[config.mk]
export PLATFORM = sky130hd
export DESIGN_NAME = ps2_host_tx
export DESIGN_NICKNAME = d
export VERILOG_FILES = /design/src/rtl/ps2_pkg.sv /design/src/rtl/ps2_sync_edge.sv /design/src/rtl/ps2_host_tx.sv
export SDC_FILE = /design/constraint.sdc
export NUM_CORES = 1
export LEC_CHECK = 0
export ABC_CLOCK_PERIOD_IN_PS = 2900
export CORE_ASPECT_RATIO = 0.8
export CORE_MARGIN = 8
export CORE_UTILIZATION = 60
export DETAILED_ROUTE_END_ITERATION = 8
export GPL_ROUTABILITY_DRIVEN = 0
export PLACE_DENSITY = 0.84
export SETUP_SLACK_MARGIN = 0.1
export SLEW_MARGIN = 10
export SYNTH_ARGS = -nofsm -noshare
export SYNTH_HDL_FRONTEND = slang
export SYNTH_HIERARCHICAL = 1
export SYNTH_SLANG_ARGS = --single-unit
[constraint.sdc]
create_clock -name clk -period 2.9 [get_ports clk]
set_input_delay 0.58 -clock clk [delete_from_list [all_inputs] [get_ports clk]]
set_output_delay 0.58 -clock clk [all_outputs]
set_load 0.02 [all_outputs]
[src/rtl/ps2_pkg.sv]
// Shared PS/2 definitions: host-transmit FSM states, frame geometry, parity helper and
// common keyboard command bytes.
package ps2_pkg;

  typedef enum logic [2:0] {
    IDLE,
    INHIBIT,
    REQ,
    SHIFT,
    WAIT_IDLE
  } ps2_state_e;

  localparam int PS2_FRAME_BITS = 11;
  localparam int PS2_ACK_BIT    = 11;

  localparam logic [7:0] PS2_CMD_SET_LEDS = 8'hED;
  localparam logic [7:0] PS2_CMD_ENABLE   = 8'hF4;
  localparam logic [7:0] PS2_CMD_RESET    = 8'hFF;

  // PS/2 uses odd parity: the parity bit makes the total count of ones odd.
  function automatic logic odd_parity(input logic [7:0] d);
    return ~^d;
  endfunction

endpackage

[src/rtl/ps2_sync_edge.sv]
// Synchronizes one asynchronous PS/2 line and flags its falling edges.
// Latency: STAGES cycles to sync, fall is combinational from the last two synced samples.
// Backpressure: none; free-running, one fall flag per low phase of the line.
module ps2_sync_edge #(
  parameter int STAGES = 2
) (
  input  logic core_clk,
  input  logic arst_n,
  input  logic din,
  output logic sync,
  output logic fall
);

  logic [STAGES-1:0] pipe_q;
  logic              prev_q;

  // Idle PS/2 lines are pulled up, so every stage resets to 1 to avoid a false fall.
  always_ff @(posedge core_clk or negedge arst_n) begin
    if (!arst_n) begin
      pipe_q <= '1;
      prev_q <= 1'b1;
    end else begin
      pipe_q[0] <= din;
      for (int i = 1; i < STAGES; i++) begin
        pipe_q[i] <= pipe_q[i-1];
      end
      prev_q <= pipe_q[STAGES-1];
    end
  end

  assign sync = pipe_q[STAGES-1];
  assign fall = prev_q & ~pipe_q[STAGES-1];

endmodule

[src/rtl/ps2_host_tx.sv]
// Host-to-device PS/2 transmitter: inhibit, request-to-send, 11-clock frame, ACK check.
// Latency: INHIBIT_CYCLES + one device frame; line drives update one cycle after a detected fall.
// Backpressure: tx_ready only in IDLE; tx_valid while busy is ignored, not queued.
module ps2_host_tx
  import ps2_pkg::*;
#(
  parameter int INHIBIT_CYCLES = 5000,
  parameter int TIMEOUT_CYCLES = 750000,
  parameter int SYNC_STAGES    = 2
) (
  input  logic       clk,
  input  logic       rst,
  input  logic       tx_valid,
  input  logic [7:0] tx_data,
  output logic       tx_ready,
  input  logic       ps2_clk_i,
  input  logic       ps2_data_i,
  output logic       ps2_clk_oe,
  output logic       ps2_data_oe,
  output logic       busy,
  output logic       done,
  output logic       err_noack,
  output logic       err_timeout
);

  localparam int INH_W = (INHIBIT_CYCLES > 1) ? $clog2(INHIBIT_CYCLES) : 1;
  localparam int WD_W  = (TIMEOUT_CYCLES > 1) ? $clog2(TIMEOUT_CYCLES) : 1;

  localparam logic [INH_W-1:0] INH_LAST   = INH_W'(INHIBIT_CYCLES - 1);
  localparam logic [WD_W-1:0]  WD_LAST    = WD_W'(TIMEOUT_CYCLES - 1);
  localparam logic [3:0]       BIT_DATA7  = 4'd8;
  localparam logic [3:0]       BIT_PARITY = 4'd9;
  localparam logic [3:0]       BIT_STOP   = 4'(PS2_FRAME_BITS - 1);
  localparam logic [3:0]       BIT_ACK    = 4'(PS2_ACK_BIT);

  logic clk_sync;
  logic clk_fall;
  logic data_sync;
  logic data_fall_unused;

  ps2_state_e       state_q,  state_d;
  logic [INH_W-1:0] inh_cnt_q, inh_cnt_d;
  logic [WD_W-1:0]  wd_q,     wd_d;
  logic [3:0]       bitcnt_q, bitcnt_d;
  logic [7:0]       shift_q,  shift_d;
  logic             par_q,    par_d;
  logic             clk_oe_d;
  logic             data_oe_d;
  logic             done_d;
  logic             noack_d;
  logic             timeout_d;
  logic             wd_active;

  ps2_sync_edge #(.STAGES(SYNC_STAGES)) u_clk_sync (
    .core_clk (clk),
    .arst_n   (rst),
    .din      (ps2_clk_i),
    .sync     (clk_sync),
    .fall     (clk_fall)
  );

  ps2_sync_edge #(.STAGES(SYNC_STAGES)) u_data_sync (
    .core_clk (clk),
    .arst_n   (rst),
    .din      (ps2_data_i),
    .sync     (data_sync),
    .fall     (data_fall_unused)
  );

  assign wd_active = (state_q == REQ) || (state_q == SHIFT) || (state_q == WAIT_IDLE);

  always_comb begin
    state_d   = state_q;
    inh_cnt_d = inh_cnt_q;
    wd_d      = wd_q;
    bitcnt_d  = bitcnt_q;
    shift_d   = shift_q;
    par_d     = par_q;
    clk_oe_d  = 1'b0;
    data_oe_d = ps2_data_oe;
    done_d    = 1'b0;
    noack_d   = 1'b0;
    timeout_d = 1'b0;

    case (state_q)
      IDLE: begin
        data_oe_d = 1'b0;
        if (tx_valid && tx_ready) begin
          shift_d   = tx_data;
          par_d     = odd_parity(tx_data);
          inh_cnt_d = '0;
          state_d   = INHIBIT;
          clk_oe_d  = 1'b1;
          data_oe_d = (INHIBIT_CYCLES == 1);
        end
      end

      INHIBIT: begin
        if (inh_cnt_q == INH_LAST) begin
          // Release the clock with data already low: that is the request-to-send.
          state_d   = REQ;
          data_oe_d = 1'b1;
          wd_d      = '0;
          bitcnt_d  = '0;
        end else begin
          inh_cnt_d = inh_cnt_q + 1'b1;
          clk_oe_d  = 1'b1;
          data_oe_d = (inh_cnt_d == INH_LAST);
        end
      end

      REQ: begin
        data_oe_d = 1'b1;
        bitcnt_d  = '0;
        wd_d      = clk_fall ? '0 : wd_q + 1'b1;
        state_d   = SHIFT;
      end

      SHIFT: begin
        if (clk_fall) begin
          wd_d     = '0;
          bitcnt_d = (bitcnt_q == BIT_ACK) ? bitcnt_q : bitcnt_q + 4'd1;
          if (bitcnt_d <= BIT_DATA7) begin
            data_oe_d = ~shift_q[0];
            shift_d   = shift_q >> 1;
          end else if (bitcnt_d == BIT_PARITY) begin
            data_oe_d = ~par_q;
          end else if (bitcnt_d == BIT_STOP) begin
            data_oe_d = 1'b0;
          end else begin
            data_oe_d = 1'b0;
            if (data_sync) begin
              noack_d = 1'b1;
              state_d = IDLE;
            end else begin
              state_d = WAIT_IDLE;
            end
          end
        end else begin
          wd_d = wd_q + 1'b1;
        end
      end

      WAIT_IDLE: begin
        data_oe_d = 1'b0;
        wd_d      = clk_fall ? '0 : wd_q + 1'b1;
        if (clk_sync && data_sync) begin
          done_d  = 1'b1;
          state_d = IDLE;
        end
      end

      default: begin
        state_d   = IDLE;
        data_oe_d = 1'b0;
      end
    endcase

    // A live device clock always restarts the watchdog, so a fall wins over expiry.
    if (wd_active && !clk_fall && (wd_q == WD_LAST)) begin
      state_d   = IDLE;
      clk_oe_d  = 1'b0;
      data_oe_d = 1'b0;
      done_d    = 1'b0;
      noack_d   = 1'b0;
      timeout_d = 1'b1;
    end
  end

  always_ff @(posedge clk or negedge rst) begin
    if (!rst) begin
      state_q     <= IDLE;
      inh_cnt_q   <= '0;
      wd_q        <= '0;
      bitcnt_q    <= '0;
      shift_q     <= '0;
      par_q       <= 1'b0;
      ps2_clk_oe  <= 1'b0;
      ps2_data_oe <= 1'b0;
      tx_ready    <= 1'b1;
      busy        <= 1'b0;
      done        <= 1'b0;
      err_noack   <= 1'b0;
      err_timeout <= 1'b0;
    end else begin
      state_q     <= state_d;
      inh_cnt_q   <= inh_cnt_d;
      wd_q        <= wd_d;
      bitcnt_q    <= bitcnt_d;
      shift_q     <= shift_d;
      par_q       <= par_d;
      ps2_clk_oe  <= clk_oe_d;
      ps2_data_oe <= data_oe_d;
      tx_ready    <= (state_d == IDLE);
      busy        <= (state_d != IDLE);
      done        <= done_d;
      err_noack   <= noack_d;
      err_timeout <= timeout_d;
    end
  end

endmodule

==> results.py <==
metrics = {
    "outcome": {
        "outcome": "completed",
    },
    "routing": {
        "dr.first_iter.drc_count": 263,
        "wl_per_cell_um": 15.9,
        "drtPass1Iterations": 5,
        "ant_nets": 0,
        "top_layer": "met4",
        "vias": 2846,
        "route.detailed.drc": 0,
        "wl_met2_um": 3450,
        "met1_length_um": 3380,
        "vias_per_cell": 6.13,
        "dr_wl_met3_um": 449,
        "routed_wl_um": 7360,
    },
    "cells_and_area": {
        "area_growth_pct": 12.7,
        "antennaDiodeCount": 0,
        "nets": 400,
        "drive_gt1_frac": 0.145,
    },
    "sta": {
        "fin_ws_ps": 350,
        "holdWs_ps": 305,
        "period_minus_slack_ps": 2550,
        "relSlewSlack": 0.483,
        "worst_pin_slew_ps": 775,
        "max_freq_mhz": 392,
        "rsz0062_at_grt": "false",
        "finalMaxSlewViolations": 0,
        "hold_violations": 0,
        "fin_setup_tns_ps": 0,
        "skew_ps": 9.15,
        "period_share": 0.879,
        "setup_violations": 0,
    },
    "clock_network": {
        "cts_root_buffer": "clkbuf_8",
        "cts_setup_buffers": 0,
        "cts_tree": "yes",
        "numCtsBuffers": 9,
        "clk_latency_ps": 350,
        "htree_levels": 3,
        "cts.sinks": 61,
        "clockBufferDepth": 2,
        "clk_pin_slew_worst_paths_ps": 70,
        "postCtsHoldBufs": 0,
        "cts.repair.resized": 0,
    },
    "placed_design": {
        "place_hpwl_um": 5110,
        "detailedPlace.worstSlack_ps": 418,
        "io_buffers": 19,
    },
    "power": {
        "p_switching_mw": 0.382,
        "pwr-share-comb": 0.037,
        "power_mw": 1.69,
        "power_leakage_nw": 1.59,
        "p_sw_frac": 0.227,
        "clockPowerShare": 0.454,
        "p_per_area_mw_per_mm2": 435,
        "peakVddDrop_v": 0.000314,
        "internal_power_mw": 1.30,
        "seqPwrFrac": 0.509,
    },
    "worst_setup_path": {
        "crit_type": "flip-flop to flip-flop",
        "cpPeakStageDelay_ps": 480,
        "cp.arrival_ps": 2750,
        "required_ps": 3100,
        "cp_slowest_cell": "dfrtp_1",
        "crit_chain": "ha_1 > and3b_1 > and4b_1 > nand3b_4 > and2_1 > o21a_1 > a31oi_1",
        "cp_max_fo": 27,
        "cp-end-kind": "flip-flop",
        "start_kind": "flip-flop",
    },
    "logic_synthesis": {
        "ys_warn_count": 6,
        "syn_avg_cell_area_um2": 9.50,
        "synthesis.nets": 381,
        "syn_inst": 362,
        "netlist_area_mm2": 0.00344,
    },
    "die": {
        "die_area_mm2": 0.00842,
        "die_x_um": 101,
        "die_h_um": 83.7,
        "start_util": 0.626,
        "num_io_pins": 20,
        "num_rows": 24,
        "core_area_mm2": 0.00550,
    },
    "global_route": {
        "grtUsageTotal": 0.191,
        "grt_max_degree": 36,
        "antenna_found_initial": 0,
        "grt_pass1_wl_um": 12900,
        "grt_pass1_vias": 2722,
        "grt_overflow": 0,
    },
    "flow_run": {
        "drv_cap": 0,
    },
    "hold_path": {
        "hold_path_class": "input pin to async pin",
    },
}
-- path summary, 6_finish.rpt --
check	start	end	slack, ps	depth (start not counted)
hold reg to reg	u_clk_sync/pipe_q[0]	u_clk_sync/pipe_q[1]	360	0
hold / removal	rst	shift_q[5]	300	1
setup reg to reg	inh_cnt_q[1]	busy	350	7
max in group asynchronous	rst	u_clk_sync/pipe_q[1]	1860	2
setup / recovery	inh_cnt_q[1]	busy	350	7
min in group clk	u_clk_sync/pipe_q[0]	u_clk_sync/pipe_q[1]	360	0
-- through the flow --
stage                     area [µm²]  cells  utilization
after floorplan                 3440    362            -
after global placement          3680    448        0.669
after detailed placement        3680    448        0.669
after CTS                       3880    464        0.705
after global routing            3880    464        0.705
final                           3880    464        0.705
-- final cells by class --
type | count | area [µm²]
timing repair buffer | 23 | 215
clock inverter | 6 | 62.6
fill | 422 | 1620
sequential | 61 | 1530
multi-input combinational | 277 | 1800
clock buffer | 10 | 138
tap | 78 | 97.6
inverter | 9 | 33.8
-- worst max-delay path: cells and delay by family (launching register included) --
family,cells,cell delay (ps)
AOI/OAI and AO/OA,2,330
DFF,1,480
adders and majority gates,1,380
and+or+nand+nor,4,1220
-- sequential cells by signal, indices dropped and copies added, names as in the netlist --
signal and flops:
u_clk_sync/pipe_q 2, done 1, tx_ready 1, inh_cnt_q 13
err_timeout 1, ps2_clk_oe 1, busy 1, bitcnt_q 4
wd_q 20, u_data_sync/pipe_q 2, ps2_data_oe 1, err_noack 1
u_clk_sync/prev_q 1, shift_q 8, par_q 1, state_q 3
-- layout by cell type, fill, tap and decap left out, drive strengths merged, types with 3 or more instances in the layout --
cell           count
or4                3
nor2              32
buf                5
a21oi             10
a31oi              8
nor3               7
clkdlybuf4s50     18
dfrtp             55
dfstp              6
nand4              8
nand2             34
ha                 6
mux2              14
o21ai             48
or2                3
and3               7
clkbuf            10
and4               3
nor4b              3
nand2b             3
clkinvlp           3
inv                9
o31ai             10
and2               9
nor2b              5
nand3             14
o41ai              6
o21a               4
xnor2              9
-- per-layer routing --
layer	vias up	global-route usage
met2	79	0.289
met4	0	0.0616
met3	11	0.0658
li1	1375	-
met1	1381	0.249
met5	-	0
-- power by group through the flow --
stage               clock network, mW  logic, mW  registers, mW
finish                          0.766     0.0623          0.859
CTS                             0.778     0.0639          0.859
global placement                    0     0.0614          0.874
detailed placement                  0     0.0638          0.875
floorplan                           0     0.0232          0.875
global route                    0.817     0.0712          0.858
(Power assumes the default switching activity.)
